$ cat config.mk
export PLATFORM = sky130hd
export DESIGN_NAME = round_robin_arbiter4
export DESIGN_NICKNAME = d
export VERILOG_FILES = /design/src/rtl/round_robin_arbiter4_pkg.sv /design/src/rtl/round_robin_arbiter4_onehot_to_index4.sv /design/src/rtl/round_robin_arbiter4.sv
export SDC_FILE = /design/constraint.sdc
export NUM_CORES = 1
export LEC_CHECK = 0
export CELL_PAD_IN_SITES_DETAIL_PLACEMENT = 1
export CELL_PAD_IN_SITES_GLOBAL_PLACEMENT = 2
export CORE_MARGIN = 2
export CORE_UTILIZATION = 25
export CTS_CLUSTER_DIAMETER = 40
export DETAILED_ROUTE_END_ITERATION = 8
export MAX_ROUTING_LAYER = met4
export PLACE_DENSITY = 0.73
export SLEW_MARGIN = 20
export SYNTH_ARGS = -nofsm -noshare
export SYNTH_HDL_FRONTEND = slang
export SYNTH_SLANG_ARGS = --single-unit
$ cat constraint.sdc
create_clock -name clk -period 2 [get_ports clk]
set_input_delay 0.4 -clock clk [delete_from_list [all_inputs] [get_ports clk]]
set_output_delay 0.4 -clock clk [all_outputs]
set_load 0.005 [all_outputs]
$ cat src/rtl/round_robin_arbiter4_pkg.sv
// Shared definitions for the 4-requester round-robin arbiter:
// FSM state encoding, requester count, index width and a one-hot helper.
package round_robin_arbiter4_pkg;

  localparam int NUM_REQ = 4;
  localparam int IDX_W   = 2;

  typedef enum logic {
    IDLE  = 1'b0,
    GRANT = 1'b1
  } state_t;

  // Build the one-hot grant vector for a requester index.
  function automatic logic [NUM_REQ-1:0] idx_to_onehot(input logic [IDX_W-1:0] idx);
    return NUM_REQ'(1) << idx;
  endfunction

endpackage

$ cat src/rtl/round_robin_arbiter4_onehot_to_index4.sv
// onehot_to_index4: combinational encoder from the one-hot grant vector to
// its binary index. An all-zero input encodes to 2'b00.
module onehot_to_index4
  import round_robin_arbiter4_pkg::*;
(
  input  logic [NUM_REQ-1:0] i_onehot,
  output logic [IDX_W-1:0]   o_idx
);

  // Each index bit is the OR of the one-hot bits whose index has that bit set.
  always_comb begin
    o_idx    = '0;
    o_idx[1] = i_onehot[3] | i_onehot[2];
    o_idx[0] = i_onehot[3] | i_onehot[1];
  end

endmodule

$ cat src/rtl/round_robin_arbiter4.sv
// round_robin_arbiter4: 4-requester round-robin arbiter with a two-state
// IDLE/GRANT FSM and registered one-hot grant. A holder keeps the grant
// while its request stays high; release inserts one idle bubble before the
// next arbitration. Define RR_ARB_TIMEOUT_EN to compile in a hold counter
// that revokes the grant after MAX_HOLD consecutive grant cycles.
module round_robin_arbiter4
  import round_robin_arbiter4_pkg::*;
#(
  parameter int MAX_HOLD = 8
) (
  input  logic               clk,
  input  logic               rst_n,
  input  logic [NUM_REQ-1:0] req,
  output logic [NUM_REQ-1:0] grant,
  output logic [IDX_W-1:0]   grant_idx,
  output logic               grant_valid
);

  if (MAX_HOLD < 2 || MAX_HOLD > 255) begin : g_bad_max_hold
    $error("MAX_HOLD must be in the range 2..255");
  end

  state_t             r_state;
  logic [NUM_REQ-1:0] r_grant;
  logic               r_grant_valid;
  logic [IDX_W-1:0]   r_ptr;

  logic [IDX_W-1:0]   w_grant_idx;
  logic [IDX_W-1:0]   w_cand;
  logic [IDX_W-1:0]   w_win;
  logic               w_found;

`ifdef RR_ARB_TIMEOUT_EN
  localparam int HOLD_W = 8;
  logic [HOLD_W-1:0]  r_hold;
`endif

  // Priority scan: first set request starting at r_ptr, wrapping mod 4.
  always_comb begin
    w_found = 1'b0;
    w_win   = '0;
    w_cand  = '0;
    for (int k = 0; k < NUM_REQ; k++) begin
      w_cand = r_ptr + IDX_W'(k);
      if (!w_found && req[w_cand]) begin
        w_found = 1'b1;
        w_win   = w_cand;
      end
    end
  end

  onehot_to_index4 u_enc (
    .i_onehot (r_grant),
    .o_idx    (w_grant_idx)
  );

  // Arbitration FSM: grant a winner from IDLE, hold until release (or timeout).
  always_ff @(posedge clk or negedge rst_n) begin
    if (!rst_n) begin
      r_state       <= IDLE;
      r_grant       <= '0;
      r_grant_valid <= 1'b0;
      r_ptr         <= '0;
`ifdef RR_ARB_TIMEOUT_EN
      r_hold        <= '0;
`endif
    end else begin
      case (r_state)
        IDLE: begin
          if (w_found) begin
            r_state       <= GRANT;
            r_grant       <= idx_to_onehot(w_win);
            r_grant_valid <= 1'b1;
            r_ptr         <= w_win + IDX_W'(1);
`ifdef RR_ARB_TIMEOUT_EN
            r_hold        <= '0;
`endif
          end
        end
        GRANT: begin
          if (!req[w_grant_idx]) begin
            r_state       <= IDLE;
            r_grant       <= '0;
            r_grant_valid <= 1'b0;
          end
`ifdef RR_ARB_TIMEOUT_EN
          // Holder still requesting: revoke once it has had MAX_HOLD cycles.
          else if (r_hold == HOLD_W'(MAX_HOLD - 1)) begin
            r_state       <= IDLE;
            r_grant       <= '0;
            r_grant_valid <= 1'b0;
          end else begin
            r_hold        <= r_hold + HOLD_W'(1);
          end
`endif
        end
        default: begin
          r_state       <= IDLE;
          r_grant       <= '0;
          r_grant_valid <= 1'b0;
        end
      endcase
    end
  end

  assign grant       = r_grant;
  assign grant_idx   = w_grant_idx;
  assign grant_valid = r_grant_valid;

endmodule

# [Word-level counts from Yosys, hierarchy flattened]
# Index checks and enable logic that the tools add are counted.
[op_classes] n_addsub=4 multipliers=0 div_mod_pow=0 order_cmp=5 eq_ne=2 shift=1 muxes=27 bitwise_logic=3 n_reduce_logical=8
[op_table] cell="2-bit by 3-bit less-than comparator with 1-bit output (second input constant)" n=5
[op_table] cell="1-bit 2-to-1 mux" n=13
[op_table] cell="1-bit binary-select mux with 2-bit select" n=5
[op_table] cell="2-bit 2-to-1 mux" n=4
[op_table] cell="4-bit 2-to-1 mux" n=2
[op_table] cell="4-bit case mux with 2 select lines" n=1
[op_table] cell="2-bit by 1-bit adder with 2-bit output (second input constant)" n=2
[op_table] cell="2-bit adder (second input constant)" n=2
[op_table] cell="2-bit != test (second input constant)" n=2
[op_table] cell="1-bit case mux with 2 select lines" n=2
[op_table] cell="2-bit AND reduction" n=2
[op_table] cell="1-bit by 2-bit << shifter with 4-bit output (first input constant)" n=1
[op_table] cell="1-bit logical AND" n=3
[op_table] cell="1-bit zero test" n=3
[op_table] cell="1-bit bitwise OR" n=2
[op_table] cell="1-bit NOT" n=1
[totals] regBits=8 latchBits=0 ramBits=0 romBits=0 in_bits=6 out_inout_bits=7 wordCells=54 mem_count=0

# [Logic depth before layout (Yosys ltp)]
# Gate-level depths: netlist (run 1).
[depth] ltp_word=15 depth_mapped=7

# [By module]
# Synthesis (run 1) repeated with hierarchy kept, for this count alone.
[hier_totals] cells_unflattened=54 hier_area_um2=556.8
[modules_own_cells] module="round_robin_arbiter4" instances=1 cells_per_inst=52 area_each_um2=544.3 seq_area_each_um2=200.2
[modules_own_cells] module="onehot_to_index4" instances=1 cells_per_inst=2 area_each_um2=12.5 seq_area_each_um2=0.0

# [Worst setup path before layout (run 1)]
# OpenSTA, ideal clock, no wires.
[synth_path] kind="input to register" startpoint="in req[3]" endpoint="reg r_ptr[1]" setup_ps=126 arrival_ps=1290 required_time_ps=1874 setup_slack_ps=584 path_stages=7 path_buffers=0 path_cell_list="inv_1 a21oi_1 o211ai_1 inv_1 ha_1 nand2_1 o21ai_0"
[synth_via] elab_chain_cells=13 elab_cells_between_ends=24 classes_between="add/sub (1); mux (16); reduce/logical (7)"
[synth_lines] element="start: declaration" line_no="round_robin_arbiter4.sv:13" text="input logic [NUM_REQ-1:0] req,"
[synth_lines] element="1-bit binary-select mux with 2-bit select" line_no="round_robin_arbiter4.sv:45" text="if (!w_found && req[w_cand]) begin"
[synth_lines] element="1-bit 2-to-1 mux (implied by the code)" line_no="round_robin_arbiter4.sv:45"
[synth_lines] element="1-bit 2-to-1 mux" line_no="round_robin_arbiter4.sv:45"
[synth_lines] element="1-bit zero test" line_no="round_robin_arbiter4.sv:45"
[synth_lines] element="1-bit logical AND" line_no="round_robin_arbiter4.sv:45"
[synth_lines] element="1-bit 2-to-1 mux" line_no="round_robin_arbiter4.sv:45"
[synth_lines] element="1-bit zero test" line_no="round_robin_arbiter4.sv:45"
[synth_lines] element="1-bit logical AND" line_no="round_robin_arbiter4.sv:45"
[synth_lines] element="1-bit 2-to-1 mux" line_no="round_robin_arbiter4.sv:45"
[synth_lines] element="1-bit zero test" line_no="round_robin_arbiter4.sv:45"
[synth_lines] element="1-bit logical AND" line_no="round_robin_arbiter4.sv:45"
[synth_lines] element="2-bit 2-to-1 mux or 1-bit 2-to-1 mux (tied branches)" line_no="round_robin_arbiter4.sv:45"
[synth_lines] element="2-bit by 1-bit adder with 2-bit output or 2-bit AND reduction (tied branches)"
[synth_lines] element="end signal: assignment" line_no="round_robin_arbiter4.sv:74" text="r_ptr <= w_win + IDX_W'(1);"
[synth_lines] element="end: declaration" line_no="round_robin_arbiter4.sv:26" text="logic [IDX_W-1:0] r_ptr;"
# Parallel ways exist; a longest one is shown, timed or not. The select of a mux whose other input is x is not followed.
# A chain may end at the register's enable or synchronous reset.

# [Worst setup path in the final report (run 1)]
[layout_path] startpoint="reg r_grant[3] (netlist: grant[3])" endpoint="out grant_idx[1]"
[layout_via] elab_chain_cells=1
[layout_lines] element="start: declaration" line_no="round_robin_arbiter4.sv:24" text="logic [NUM_REQ-1:0] r_grant;"
[layout_lines] element="start signal: assignment" line_no="round_robin_arbiter4.sv:72" text="r_grant <= idx_to_onehot(w_win);"
[layout_lines] element="1-bit bitwise OR" line_no="round_robin_arbiter4_onehot_to_index4.sv:13" text="o_idx[1] = i_onehot[3] | i_onehot[2];"
[layout_lines] element="end: declaration" line_no="round_robin_arbiter4.sv:15" text="output logic [IDX_W-1:0] grant_idx,"
# No other way between the ends.

==> results of run 1 <==
-- sequential cells by signal, indices dropped and copies added, names as in the netlist --
signal       flops
grant            4
grant_valid      1
r_state          1
r_ptr            2
-- cell type report --
type | instances | area (sq um)
repair buffers | 16 | 150.1
multi-input cells | 43 | 286.5
inverters | 5 | 18.77
fillers | 241 | 1230
well taps | 27 | 33.78
flip-flops and latches | 8 | 200.2
clock buffers | 3 | 22.52
-- layer usage --
layer  global-route usage (%)  vias up
met5                        -        -
met4                    7.143        0
met3                    3.067        4
met2                    19.37        6
met1                    16.73      225
li1                         -      233
-- power groups by stage --
stage | Sequential, mW | Clock [mW] | Combinational, mW
3_3_place_gp | 0.317 | 0 | 0.554
2_1_floorplan | 0.308 | 0 | 0.307
4_1_cts | 0.315 | 0.133 | 0.573
3_5_place_dp | 0.318 | 0 | 0.569
6_report | 0.316 | 0.127 | 0.558
5_1_grt | 0.328 | 0.141 | 0.624
-- metrics by stage --
step / setup slack [ps] / TNS (ps) / area [sq um] / std cells
after floorplan: 584.1 / 0 / 510.5 / 57
after global placement: -25.70 / -28.20 / 689.4 / 99
after detailed placement: -63.24 / -72.86 / 689.4 / 99
after CTS: 139.7 / 0 / 711.9 / 102
after global routing: 58.62 / 0 / 711.9 / 102
final: 155.7 / 0 / 711.9 / 102
-- cell families (layout without fill, tap and decap cells) --
logic type | count (synthesis) | after routing | share of synthesized area, %
adders and majority gates | 4 | 4 | 9.804
DFF | 8 | 8 | 39.22
buffers and inverters | 6 | 24 | 4.656
AOI/OAI and AO/OA | 17 | 17 | 23.53
and+or+nand+nor | 20 | 20 | 18.87
muxes | 2 | 2 | 3.922
-- cells in the final DEF, fill, tap and decap left out, drive strengths merged --
master and n:
inv 5, or2 2, buf 4, a21oi 3
o22a 2, mux2i 2, o211ai 1, nand3 1
dfrtp 8, clkdlybuf4s50 12, o21ai 8, clkbuf 3
nor2 7, o31ai 1, o221ai 1, and2b 1
o22ai 1, nand2 8, nor4 1, ha 4
-- worst max-delay path by stage --
| stage | from | endpoint | slack, ps | cells after the start |
|---|---|---|---|---|
| after floorplan | req[3] | r_ptr[1] | 580 | 7 |
| after global placement | req[2] | r_ptr[1] | -30 | 7 |
| after detailed placement | req[2] | r_ptr[1] | -60 | 7 |
| after CTS | grant[3] | grant_idx[1] | 140 | 2 |
| after global routing | req[3] | r_ptr[1] | 60 | 8 |
| final | grant[3] | grant_idx[1] | 160 | 2 |
==> impl_metrics.yaml, run 1 <==
cells_and_area:
  nets: 87
  fin_util_pct: 36.66
  synthToLayoutAreaGrowth_pct: 39.46
  drive_above_1_share_pct: 14.67
  antenna_cells: 0
synth:
  ys_warn_count: 0
  synth_edf_count: 0
  synthTopCellsByArea: "dfrtp_1 (39%), ha_1 (9.8%), o21ai_0 (5.9%), nand2_1 (5.9%), nor2_1 (5.1%)"
  synth_fp_nets: 67
  synth.avg_cell_area_sq_um: 8.956
  synthArstFlopShare_pct: 100.0
  synth_area_leader_cell: "dfrtp_1"
  ys_ff_latch: 8
  synth-seq-area-share_pct: 39.22
  synth_ff_type: "dfrtp_1"
  synthesis.area_sq_um: 510.5
  synth_top_area_share_pct: 39.22
  synth_cell_types: 20
  synth_common_cells: "dfrtp_1 (8), nand2_1 (8), nor2_1 (7), o21ai_0 (6), inv_1 (5)"
  syn_inst: 57
worst_setup_path:
  crit_family: "buffers and inverters"
  cp-start-kind: "flip-flop"
  cpPeakStageDelay_ps: 450
  r2r-start: "r_ptr[1]"
  crit_path_max_fanout: 5
  crit_arrival_ps: 1440
  end_kind: "primary output"
  timing.rr.end: "r_ptr[1]"
  crit_slowest_cell: "clkdlybuf4s50_1"
  path_cells: "or2_2, clkdlybuf4s50_1"
  crit_buf_inv: 1
  path_class: "reg2out"
  reg2reg_depth: 7
  cp_data_required_time_ps: 1600
  reg2reg_slack_ps: 440
timing:
  finalSetupViolations: 0
  relSlewSlack_pct: 55.11
  timing.fmax_mhz: 542.2
  finalHoldViolCount: 0
  finClkSkew_ps: 3.520
  rsz0062_at_grt: "no"
  whs_ps: 441.8
  tightest_slew_ps: 670.8
  fin_crit_sh_pct: 92.22
  slew_violations: 0
  period_needed_ps: 1844
drt:
  wl_met3_microns: 34
  drc: 0
  wl_met2_microns: 638
  vias_per_cell: 4.588
  via_count: 468
  top_layer_used: "met4"
  final_antenna_net_count: 0
  wire_per_inst_microns: 13.60
  dr.pass1.iters: 2
  first_iter_violations: 2
  wl_met1_microns: 687
  finalWirelength_microns: 1387
run:
  max_cap_violations: 0
grt:
  antenna_found_initial: 0
  grt_overflow_total: 0
  grt_max_degree: 12
  grt_use_total_pct: 13.21
  grt_pass1_wl_microns: 2325
  grt_pass1_vias: 494
floorplan:
  fp.dieH_microns: 49.19
  start_util_pct: 26.29
  die_x_microns: 49.19
  boundaryPins: 13
  num_rows: 16
  core_area_sq_um: 1942
  die-area_sq_um: 2420
clocking:
  path_clk_slew_ps: 60
  numCtsBuffers: 3
  root_buffer: "clkbuf_4"
  htreeDepth: 1
  clock_sinks: 8
  clk_latency_ps: 250
  post_cts_resized: 0
  cts_tree: "yes"
  cts_setup_buffers: 0
  cts_hold_repair.buffers: 0
  clockBufferDepth: 2
place:
  portBuffers: 12
  hpwlAfterDp_microns: 1123
  routabilityCongestion: 0.7873
pwr:
  p_sw_mw: 0.3961
  total_power_mw: 1.000
  swShare_pct: 39.60
  vdd_ir_drop_max_v: 0.0006233
  power.share.sequential_pct: 31.5
  p_per_area_nw_per_um2: 1405
  p_comb_share_pct: 55.8
  power_frac_clock_pct: 12.7
  internal_power_mw: 0.6043
  leakage_nw: 0.3083
min_path:
  hold_class: "in2async"
run_status:
  status: "complete, no violations"
(Power assumes the default switching activity.)
==> inputs of run 2 (changes only) <==
- CORE_MARGIN: 2 -> 3
==> impl_metrics.yaml, run 2 (same netlist as run 1, synthesis figures left out) <==
run_status:
  status: "complete, no violations"
timing:
  finalSetupViolations: 0
  tightest_slew_ps: 626.8
  finalHoldViolCount: 0
  fin_crit_sh_pct: 91.40
  whs_ps: 429.8
  rsz0062_at_grt: "no"
  final.setup.tns_ps: 0
  finClkSkew_ps: 3.557
  relSlewSlack_pct: 58.06
  period_needed_ps: 1828
  timing.fmax_mhz: 547.1
  setup_ws_ps: 172.0
  slew_violations: 0
drt:
  first_iter_violations: 1
  wire_per_inst_microns: 13.04
  finalWirelength_microns: 1304
  vias_per_cell: 4.660
  final_antenna_net_count: 0
  drc: 0
  dr.pass1.iters: 4
  via_count: 466
place:
  dp.cells: 97
  postPlaceCellArea_sq_um: 686.9
  place_ws_ps: -12.15
  hpwlAfterDp_microns: 1110
  routabilityCongestion: 0.6928
  portBuffers: 12
grt:
  grt_pass1_vias: 518
  antenna_found_initial: 0
  grt_max_degree: 12
  grt_pass1_wl_microns: 2256
  grt_use_total_pct: 12.02
  grt_overflow_total: 0
worst_setup_path:
  end_kind: "primary output"
  crit_path_max_fanout: 5
  cp_data_required_time_ps: 1600
  path_class: "reg2out"
  crit_arrival_ps: 1430
  cp-start-kind: "flip-flop"
floorplan:
  start_util_pct: 28.04
  die_x_microns: 51.19
  die-area_sq_um: 2620
  core_area_sq_um: 1821
  fp.dieH_microns: 51.19
  boundaryPins: 13
  num_rows: 15
cells_and_area:
  instances_no_fill: 100
  synthToLayoutAreaGrowth_pct: 38.97
  nets: 87
  antenna_cells: 0
  drive_above_1_share_pct: 14.67
  fin_util_pct: 38.97
  design_area_sq_um: 709.4
  final_cell_mix: "clkdlybuf4s50_1 (12), nand2_1 (8), dfrtp_1 (8), nor2_1 (7), o21ai_0 (6)"
  largest_register_ffs: 4
  layout_commonest_cell: "clkdlybuf4s50_1"
clocking:
  cts_setup_buffers: 0
  post_cts_resized: 0
  cts_tree: "yes"
  clock_sinks: 8
  cts_hold_repair.buffers: 0
  htreeDepth: 1
  path_clk_slew_ps: 50
  clk_latency_ps: 250
  clockBufferDepth: 2
  root_buffer: "clkbuf_4"
  numCtsBuffers: 3
pwr:
  leakage_nw: 0.3078
  vdd_ir_drop_max_v: 0.0004940
  total_power_mw: 0.9763
  p_per_area_nw_per_um2: 1376
run:
  max_cap_violations: 0
min_path:
  hold_class: "in2async"
-- run 2: cell counts in the layout (fill, tap and decap cells not counted) --
Identical to the previous run, type by type.
-- run 2: worst max-delay path: stages (launching register included) --
cell and delay [ps]:
dfrtp_1 410, or2_2 320, clkdlybuf4s50_1 450
-- run 2: power breakdown --
group	internal [mW]	switching (mW)
Combinational	0.290	0.244
Clock	0.0685	0.0520
Sequential	0.237	0.0844
Total	0.595	0.381
-- run 2: final cells by class --
cell class,instances,area (sq um)
clock buffers,3,22.52
inverters,5,18.77
well taps,25,31.28
repair buffers,16,150.1
multi-input cells,43,286.5
flip-flops and latches,8,200.2
fillers,234,1111
-- run 2: metal layers --
metal	wire length (microns)	track usage, %	part of all wire, %	vias up
li1	-	-	-	232
met5	0	-	0	-
met1	614	13.29	47	224
met2	635	20.39	49	10
met4	0	4.036	0	0
met3	53	3.790	4.1	0
-- run 2: path summary, 6_finish.rpt --
| check | start | slack [ps] | endpoint | cells after the start |
|---|---|---|---|---|
| max in group asynchronous | rst_n | 1300 | grant[0] | 1 |
| min in group clk | grant_valid | 510 | grant_valid | 2 |
| min | rst_n | 430 | r_ptr[0] | 1 |
| min reg2reg | grant_valid | 510 | grant_valid | 2 |
| max reg2reg | r_ptr[1] | 490 | r_ptr[1] | 7 |
| max | grant[3] | 170 | grant_idx[1] | 2 |
